--- src/rtl/key_value_setter.sv ---
// Up/down value setter for a two-digit display: synchronised, debounced keys
// drive a step FSM with hold-to-repeat, plus a clamped parallel load.
module key_value_setter #(
    parameter int WIDTH        = 6,
    parameter int MAX_VAL      = 59,
    parameter int DEBOUNCE_CYC = 1000000,
    parameter int REPEAT_DLY   = 25000000,
    parameter int REPEAT_PER   = 5000000
) (
    input  logic             clk,
    input  logic             rst_n,
    input  logic             key_inc_n,
    input  logic             key_dec_n,
    input  logic             set_en,
    input  logic             load,
    input  logic [WIDTH-1:0] load_value,
    output logic [WIDTH-1:0] value,
    output logic             step_pulse
);
    localparam int TW = $clog2((REPEAT_DLY > REPEAT_PER ? REPEAT_DLY : REPEAT_PER) + 1);
    localparam int DW = $clog2(DEBOUNCE_CYC + 1);

    typedef enum logic [1:0] {IDLE, DELAY, REPEAT} state_t;

    // Key vectors are indexed [0]=inc, [1]=dec; 1 means released.
    logic [1:0]    raw_n;
    logic [1:0]    sync1_q, sync2_q;
    logic [1:0]    deb_q, deb_d;
    logic [DW-1:0] dcnt_q [2];
    logic [DW-1:0] dcnt_d [2];

    state_t         state_q, state_d;
    logic [TW-1:0]  timer_q, timer_d;
    logic           dir_q, dir_d;
    logic           armed_q, armed_d;
    logic [WIDTH-1:0] value_q, value_d;
    logic           step_pulse_q, step_pulse_d;

    logic inc, dec, key_any, step;
    logic [TW-1:0] limit;

    assign raw_n = {key_dec_n, key_inc_n};

    always_comb begin
        for (int i = 0; i < 2; i++) begin
            deb_d[i]  = deb_q[i];
            dcnt_d[i] = '0;
            if (sync2_q[i] != deb_q[i]) begin
                if (dcnt_q[i] == DW'(DEBOUNCE_CYC - 1))
                    deb_d[i] = sync2_q[i];
                else
                    dcnt_d[i] = dcnt_q[i] + 1'b1;
            end
        end
    end

    assign inc     = ~deb_q[0] &  deb_q[1];
    assign dec     =  deb_q[0] & ~deb_q[1];
    assign key_any = inc | dec;
    assign limit   = (state_q == DELAY) ? TW'(REPEAT_DLY - 1) : TW'(REPEAT_PER - 1);

    always_comb begin
        state_d      = state_q;
        timer_d      = timer_q;
        dir_d        = dir_q;
        armed_d      = armed_q;
        value_d      = value_q;
        step_pulse_d = 1'b0;
        step         = 1'b0;
        case (state_q)
            IDLE: begin
                // A new press is honoured only after the keys were seen idle.
                if (!key_any) begin
                    armed_d = 1'b1;
                end else if (set_en && armed_q) begin
                    step    = 1'b1;
                    dir_d   = inc;
                    armed_d = 1'b0;
                    state_d = DELAY;
                    timer_d = '0;
                end
            end
            DELAY, REPEAT: begin
                if (!set_en || !key_any || (inc != dir_q)) begin
                    state_d = IDLE;
                    timer_d = '0;
                end else if (timer_q == limit) begin
                    step    = 1'b1;
                    state_d = REPEAT;
                    timer_d = '0;
                end else begin
                    timer_d = timer_q + 1'b1;
                end
            end
            default: begin
                state_d = IDLE;
                timer_d = '0;
            end
        endcase

        if (load) begin
            value_d = (load_value > WIDTH'(MAX_VAL)) ? WIDTH'(MAX_VAL) : load_value;
        end else if (step) begin
            step_pulse_d = 1'b1;
            if (dir_d)
                value_d = (value_q == WIDTH'(MAX_VAL)) ? '0 : value_q + 1'b1;
            else
                value_d = (value_q == '0) ? WIDTH'(MAX_VAL) : value_q - 1'b1;
        end
    end

    always_ff @(posedge clk or negedge rst_n) begin
        if (!rst_n) begin
            sync1_q      <= '1;
            sync2_q      <= '1;
            deb_q        <= '1;
            dcnt_q[0]    <= '0;
            dcnt_q[1]    <= '0;
            state_q      <= IDLE;
            timer_q      <= '0;
            dir_q        <= 1'b0;
            armed_q      <= 1'b1;
            value_q      <= '0;
            step_pulse_q <= 1'b0;
        end else begin
            sync1_q      <= raw_n;
            sync2_q      <= sync1_q;
            deb_q        <= deb_d;
            dcnt_q[0]    <= dcnt_d[0];
            dcnt_q[1]    <= dcnt_d[1];
            state_q      <= state_d;
            timer_q      <= timer_d;
            dir_q        <= dir_d;
            armed_q      <= armed_d;
            value_q      <= value_d;
            step_pulse_q <= step_pulse_d;
        end
    end

    assign value      = value_q;
    assign step_pulse = step_pulse_q;
endmodule

--- config.mk ---
export PLATFORM = sky130hd
export DESIGN_NAME = key_value_setter
export DESIGN_NICKNAME = d
export VERILOG_FILES = /design/src/rtl/key_value_setter.sv
export SDC_FILE = /design/constraint.sdc
export NUM_CORES = 1
export LEC_CHECK = 0
export CORE_ASPECT_RATIO = 1.2
export CORE_MARGIN = 2
export CORE_UTILIZATION = 35
export DETAILED_ROUTE_END_ITERATION = 8
export PLACE_DENSITY = 0.61
export REMOVE_ABC_BUFFERS = 1
export SKIP_LAST_GASP = 1
export SLEW_MARGIN = 5
export SYNTH_ARGS = -nofsm -noshare
export SYNTH_HDL_FRONTEND = slang
export SYNTH_SLANG_ARGS = --single-unit
--- constraint.sdc ---
create_clock -name clk -period 4.31 [get_ports clk]
set_input_delay 0.431 -clock clk [delete_from_list [all_inputs] [get_ports clk]]
set_output_delay 0.431 -clock clk [all_outputs]
set_load 0.01 [all_outputs]
# Word-level counts from Yosys, hierarchy flattened
# Index checks and enable logic that the tools add are counted.
[word_totals]
reg_bits = 82
input_bits = 12
wordCells = 83
[classes]
addsub = 5
order_cmp = 1
n_eq_ne = 13
n_mux = 33
bitwise = 5
reduce_logical = 14
[ops]
columns = ["operator", "count"]
rows = [
  ["25-bit two-way mux", 5],
  ["20-bit two-way mux", 4],
  ["25-bit case mux with 2 select lines", 1],
  ["20-bit by 1-bit adder with 20-bit output (second input constant)", 2],
  ["20-bit equality test (second input constant)", 2],
  ["6-bit two-way mux", 6],
  ["25-bit by 1-bit adder with 25-bit output (second input constant)", 1],
  ["25-bit equality test", 1],
  ["1-bit two-way mux", 11],
  ["2-bit two-way mux", 4],
  ["2-bit AND reduction", 4],
  ["6-bit by 1-bit adder with 6-bit output (second input constant)", 1],
  ["6-bit equality test (second input constant)", 1],
  ["6-bit greater-than comparator (second input constant)", 1],
  ["6-bit zero test", 1],
  ["6-bit by 1-bit subtractor with 6-bit output (second input constant)", 1],
  ["2-bit inequality test (second input constant)", 2],
  ["2-bit case mux with 2 select lines", 1],
  ["1-bit inequality test", 3],
  ["3-bit inequality test (second input constant)", 1],
  ["3-bit AND reduction", 1],
  ["1-bit bitwise AND", 2],
  ["2-bit by 1-bit equality test with 1-bit output (second input constant)", 1],
  ["2-bit equality test (second input constant)", 1],
  ["other kinds (10)", 13],
]

# Longest topological paths before layout
[logic_depth]
ltp_word = 10
mapped_depth = 8
mapped_depth_nobuf = 8

# Worst setup path after synthesis
# No wires, ideal clock.
[synth_path]
path_type = "reg2reg"
from = "reg deb_q[0]"
to = "reg value_q[2], in the netlist value[2]"
setup_ps = 87
t_arrival_ps = 2216
t_required_ps = 4223
path_slack_ps = 2008
stages_incl_launch_ff = 8
cell_sequence = "dfstp_2 > inv_1 > ha_1 > nand4b_1 > mux2i_4 > inv_2 > mux4_2 > o211ai_1"
[synth_via]
word_cells_on_any_way = 18
cone_classes = "eq/ne (1); mux (9); bitwise (4); reduce/logical (4)"
[synth_lines]
columns = ["item", "line", "source"]
rows = [
  ["start, declared", "28", "logic [1:0] deb_q, deb_d;"],
  ["start signal, assigned", "116", "deb_q <= '1;"],
  ["start signal, assigned", "128", "deb_q <= deb_d;"],
  ["1-bit NOT", "57", "assign inc = ~deb_q[0] & deb_q[1];"],
  ["1-bit bitwise AND", "57", ""],
  ["1-bit two-way mux / 1-bit bitwise OR (equally long branches)", "75, 59", ""],
  ["1-bit two-way mux (*)", "73", "if (!key_any) begin"],
  ["1-bit two-way mux (*)", "70", "case (state_q)"],
  ["named net dir_d", "34", "logic dir_q, dir_d;"],
  ["6-bit two-way mux (*)", "105", "if (dir_d)"],
  ["6-bit two-way mux (*)", "103", "end else if (step) begin"],
  ["6-bit two-way mux (*)", "101", "if (load) begin"],
  ["end signal, assigned", "135", "value_q <= value_d;"],
  ["end, declared", "36", "logic [WIDTH-1:0] value_q, value_d;"],
]
# Mark *: on every way through the listed nets, which the timed path passes. The rest lies on a longest branch. The select of a mux whose other input is x is not followed.
# A chain may end at the register's enable or synchronous reset.

# Worst setup path after layout
[layout_path]
from = "reg timer_q[10]"
to = "reg state_q[1]"
[layout_via]
elab_chain_cells = 3
[layout_lines]
columns = ["item", "line", "source"]
rows = [
  ["start, declared", "33", "logic [TW-1:0] timer_q, timer_d;"],
  ["start signal, assigned", "132", "timer_q <= timer_d;"],
  ["25-bit equality test", "87", "end else if (timer_q == limit) begin"],
  ["3-bit inequality test (no line)", "--", ""],
  ["3-bit AND reduction (no line)", "--", ""],
  ["end signal, assigned", "131", "state_q <= state_d;"],
  ["end, declared", "32", "state_t state_q, state_d;"],
]
# No other way between the ends.

==> impl_metrics.toml <==
[status]
status = "completed"

[global_route]
antenna_found_initial = 0
grtUsageTotal_pct = 14.11
grt_max_degree = 83
grt_pass1_vias = 3422
gr-total-overflow = 0
grt_pass1_wl_mm = 15.86

[power]
p_per_area_nw_per_um2 = 346.1
p_leak_nw = 2.138
ir_drop_v = 0.0002490
p_seq_share_pct = 45.5
clockPowerShare_pct = 48.4
swShare_pct = 22.19
intPower_mw = 1.374
pwr-share-comb_pct = 6.1
switchingPower_uw = 391.9

[place]
place.gp.congestion = 0.8271
dp_hpwl_mm = 6.071
placed_area_um2 = 4763
port-buffer-count = 18
place_ws_ns = 1.692

[layout]
final_nets = 499
drive_above_1_share_pct = 7.884
num_antenna_cells = 0
layout_commonest_cell = "dfrtp_1"
design_area_um2 = 5102
synthToLayoutAreaGrowth_pct = 14.52
mostFrequentLayoutCells = "dfrtp_1 (75), nor2_1 (74), xnor2_1 (37)"

[worst_setup_path]
crit_path_end_kind = "flop"
r2r-start = "timer_q[10]"
r2r-end = "state_q[1]"
critPathTopFamily = "simple AND/OR/NAND/NOR gates"
critPathMaxStageDelay_ns = 0.60
cp.depth = 5
crit_fanout = 23
path_cells = "or4_4, nor4_4, o211ai_2, a21oi_4, mux2_4"
crit_start = "timer_q[10]"
required_ns = 4.53
cp-start-kind = "flop"
ff2ff_path_depth = 5
critical_path_class = "reg -> reg"
crit_buf_inv = 0
cp.arrival_ns = 2.84
cp_slowest_cell = "a21oi_4"
regToRegSetupSlack_ns = 1.69

[floorplanning]
start_util_pct = 35.49
rows = 45
ios = 19
fp.dieW_um = 107.0
design.die.area_um2 = 13650
die_y_um = 127.6
core_um2 = 12560

[yosys]
synthArstFlopShare_pct = 100.0
synth_top_flop_cell = "dfrtp_1"
synth_top_area_share_pct = 42.12
syn_area_per_cell_um2 = 9.665
ys_warn_count = 0
synth.area.top_cells = "dfrtp_1 (42%), xnor2_1 (7.3%), nor2_1 (6.2%), xor2_1 (4.7%), dfstp_2 (4.1%)"
synth_edf_count = 0
synth-seq-area-share_pct = 46.25
synth.distinct_cells = 55
ys_ff_latch = 82
synthCells = 461
syn_area_um2 = 4456
yosysTopAreaCell = "dfrtp_1"

[timing]
setup_tns_ns = 0
rsz0062_at_grt = "no"
worst_slack_ns = 1.690
setup_violations = 0
fin_skew_ns = 0.007068
max_slew_margin_pct = 30.68
final.min_clock_period_ns = 2.620
finalHoldViolCount = 0
final_max_slew_viol_count = 0
tightestPinTransition_ns = 1.040
fin_crit_sh_pct = 60.78
max_freq_ghz = 0.3817

[clock_network]
root_buffer = "clkbuf_16"
cts.clk_slew.worst_paths_ns = 0.06
cts.repair.resized = 0
cts.htree.levels = 3
cts_hold_buffers = 0
cts_num_sinks = 82
cts_tree = "yes"
cts_max_path_buffers = 2
numCtsBuffers = 9
clk_latency_ns = 0.34
post-cts-setup-buffers = 0

[drt]
drtAntennaViolNets = 0
routed_via_density = 5.164
drt_first_pass_iters = 4
vias = 3336
drc = 0
route.detailed.wl_per_inst_um = 13.96
drtIter0Drc = 210
totalWireLength_mm = 9.018

[min_path]
hp-class = "in -> async"

[flow_run]
cap_viol_max_count = 0
-- cell families (layout without fill, tap and decap cells) --
group	count (synthesis)	in the layout	share of synthesized area, %
AO/OA/AOI/OAI	39	39	6.150
XOR/XNOR	61	61	11.99
adder cells (fa/ha/maj)	10	10	2.808
buffers and inverters	33	54	3.370
flip-flops	82	82	46.25
multiplexers	12	12	3.398
AND/OR/NAND/NOR	224	224	26.03
-- per-stage QoR --
stage / hold slack [ns] / cells / total power [mW] / util [%]
2_1_floorplan: 0.1354 / 448 / 0.8685 / -
3_3_place_gp: 0.3482 / 630 / 0.9235 / 37.94
3_5_place_dp: 0.3516 / 630 / 0.9269 / 37.94
4_1_cts: 0.3119 / 646 / 1.796 / 40.64
5_1_grt: 0.3603 / 646 / 1.837 / 40.64
6_report: 0.2338 / 646 / 1.766 / 40.64
-- worst max path at each step --
stage                             to  slack (ns)
final                     state_q[1]        1.69
after global placement    state_q[1]        1.76
after global routing      state_q[1]        1.53
after detailed placement  state_q[1]        1.69
after CTS                 state_q[1]        1.68
after floorplan           state_q[1]        1.98
-- sequential cells by signal, summed over array words and instances (netlist names) --
register	count
dcnt_q	40
timer_q	25
value	6
deb_q	2
state_q	2
sync1_q	2
sync2_q	2
armed_q	1
dir_q	1
step_pulse	1
-- cells in the mapped netlist, drive strengths merged (2+ instances only) --
library cell	number
a21oi	4
a31oi	3
a32oi	3
and3	13
and4	3
and4b	2
buf	6
clkbuf	7
dfrtp	75
dfstp	7
ha	10
inv	20
mux2	2
mux2i	9
nand2	30
nand3	35
nand4	13
nand4b	5
nor2	74
nor3	14
nor3b	3
nor4	18
nor4b	3
nor4bb	2
o2111ai	3
o211a	2
o211ai	3
o21a	2
o21ai	14
or2	2
or4	2
xnor2	37
xor2	24
-- power groups by stage --
stage                     logic [mW]  clock network [mW]  registers (mW)
after floorplan               0.0528                   0           0.816
after global placement         0.107                   0           0.817
final                          0.108               0.854           0.804
after CTS                      0.110               0.882           0.803
after global routing           0.122               0.910           0.806
after detailed placement       0.110                   0           0.817
-- worst reg2reg max path, delay by kind of cell (launching register included) --
kind	cells	cell delay, ns
AND/OR/NAND/NOR	2	0.88
AO/OA/AOI/OAI	2	0.86
flip-flops	1	0.42
multiplexers	1	0.35
-- per-layer routing --
layer	part of all wire, %	vias to the layer above	global-route usage, %
li1	-	1650	-
met1	46	1633	17.96
met2	50	43	23.94
met3	2.9	10	2.653
met4	1.3	0	4.966
met5	0	-	0
-- layout make-up --
cell class / count / area [µm²]
inverter: 20 / 75.07
fill: 1194 / 7453
clock inverter: 5 / 86.33
multi-input combinational: 346 / 2245
sequential: 82 / 2061
clock buffer: 11 / 252.7
tap: 164 / 205.2
timing repair buffer: 18 / 177.7
(Power assumes the default switching activity.)
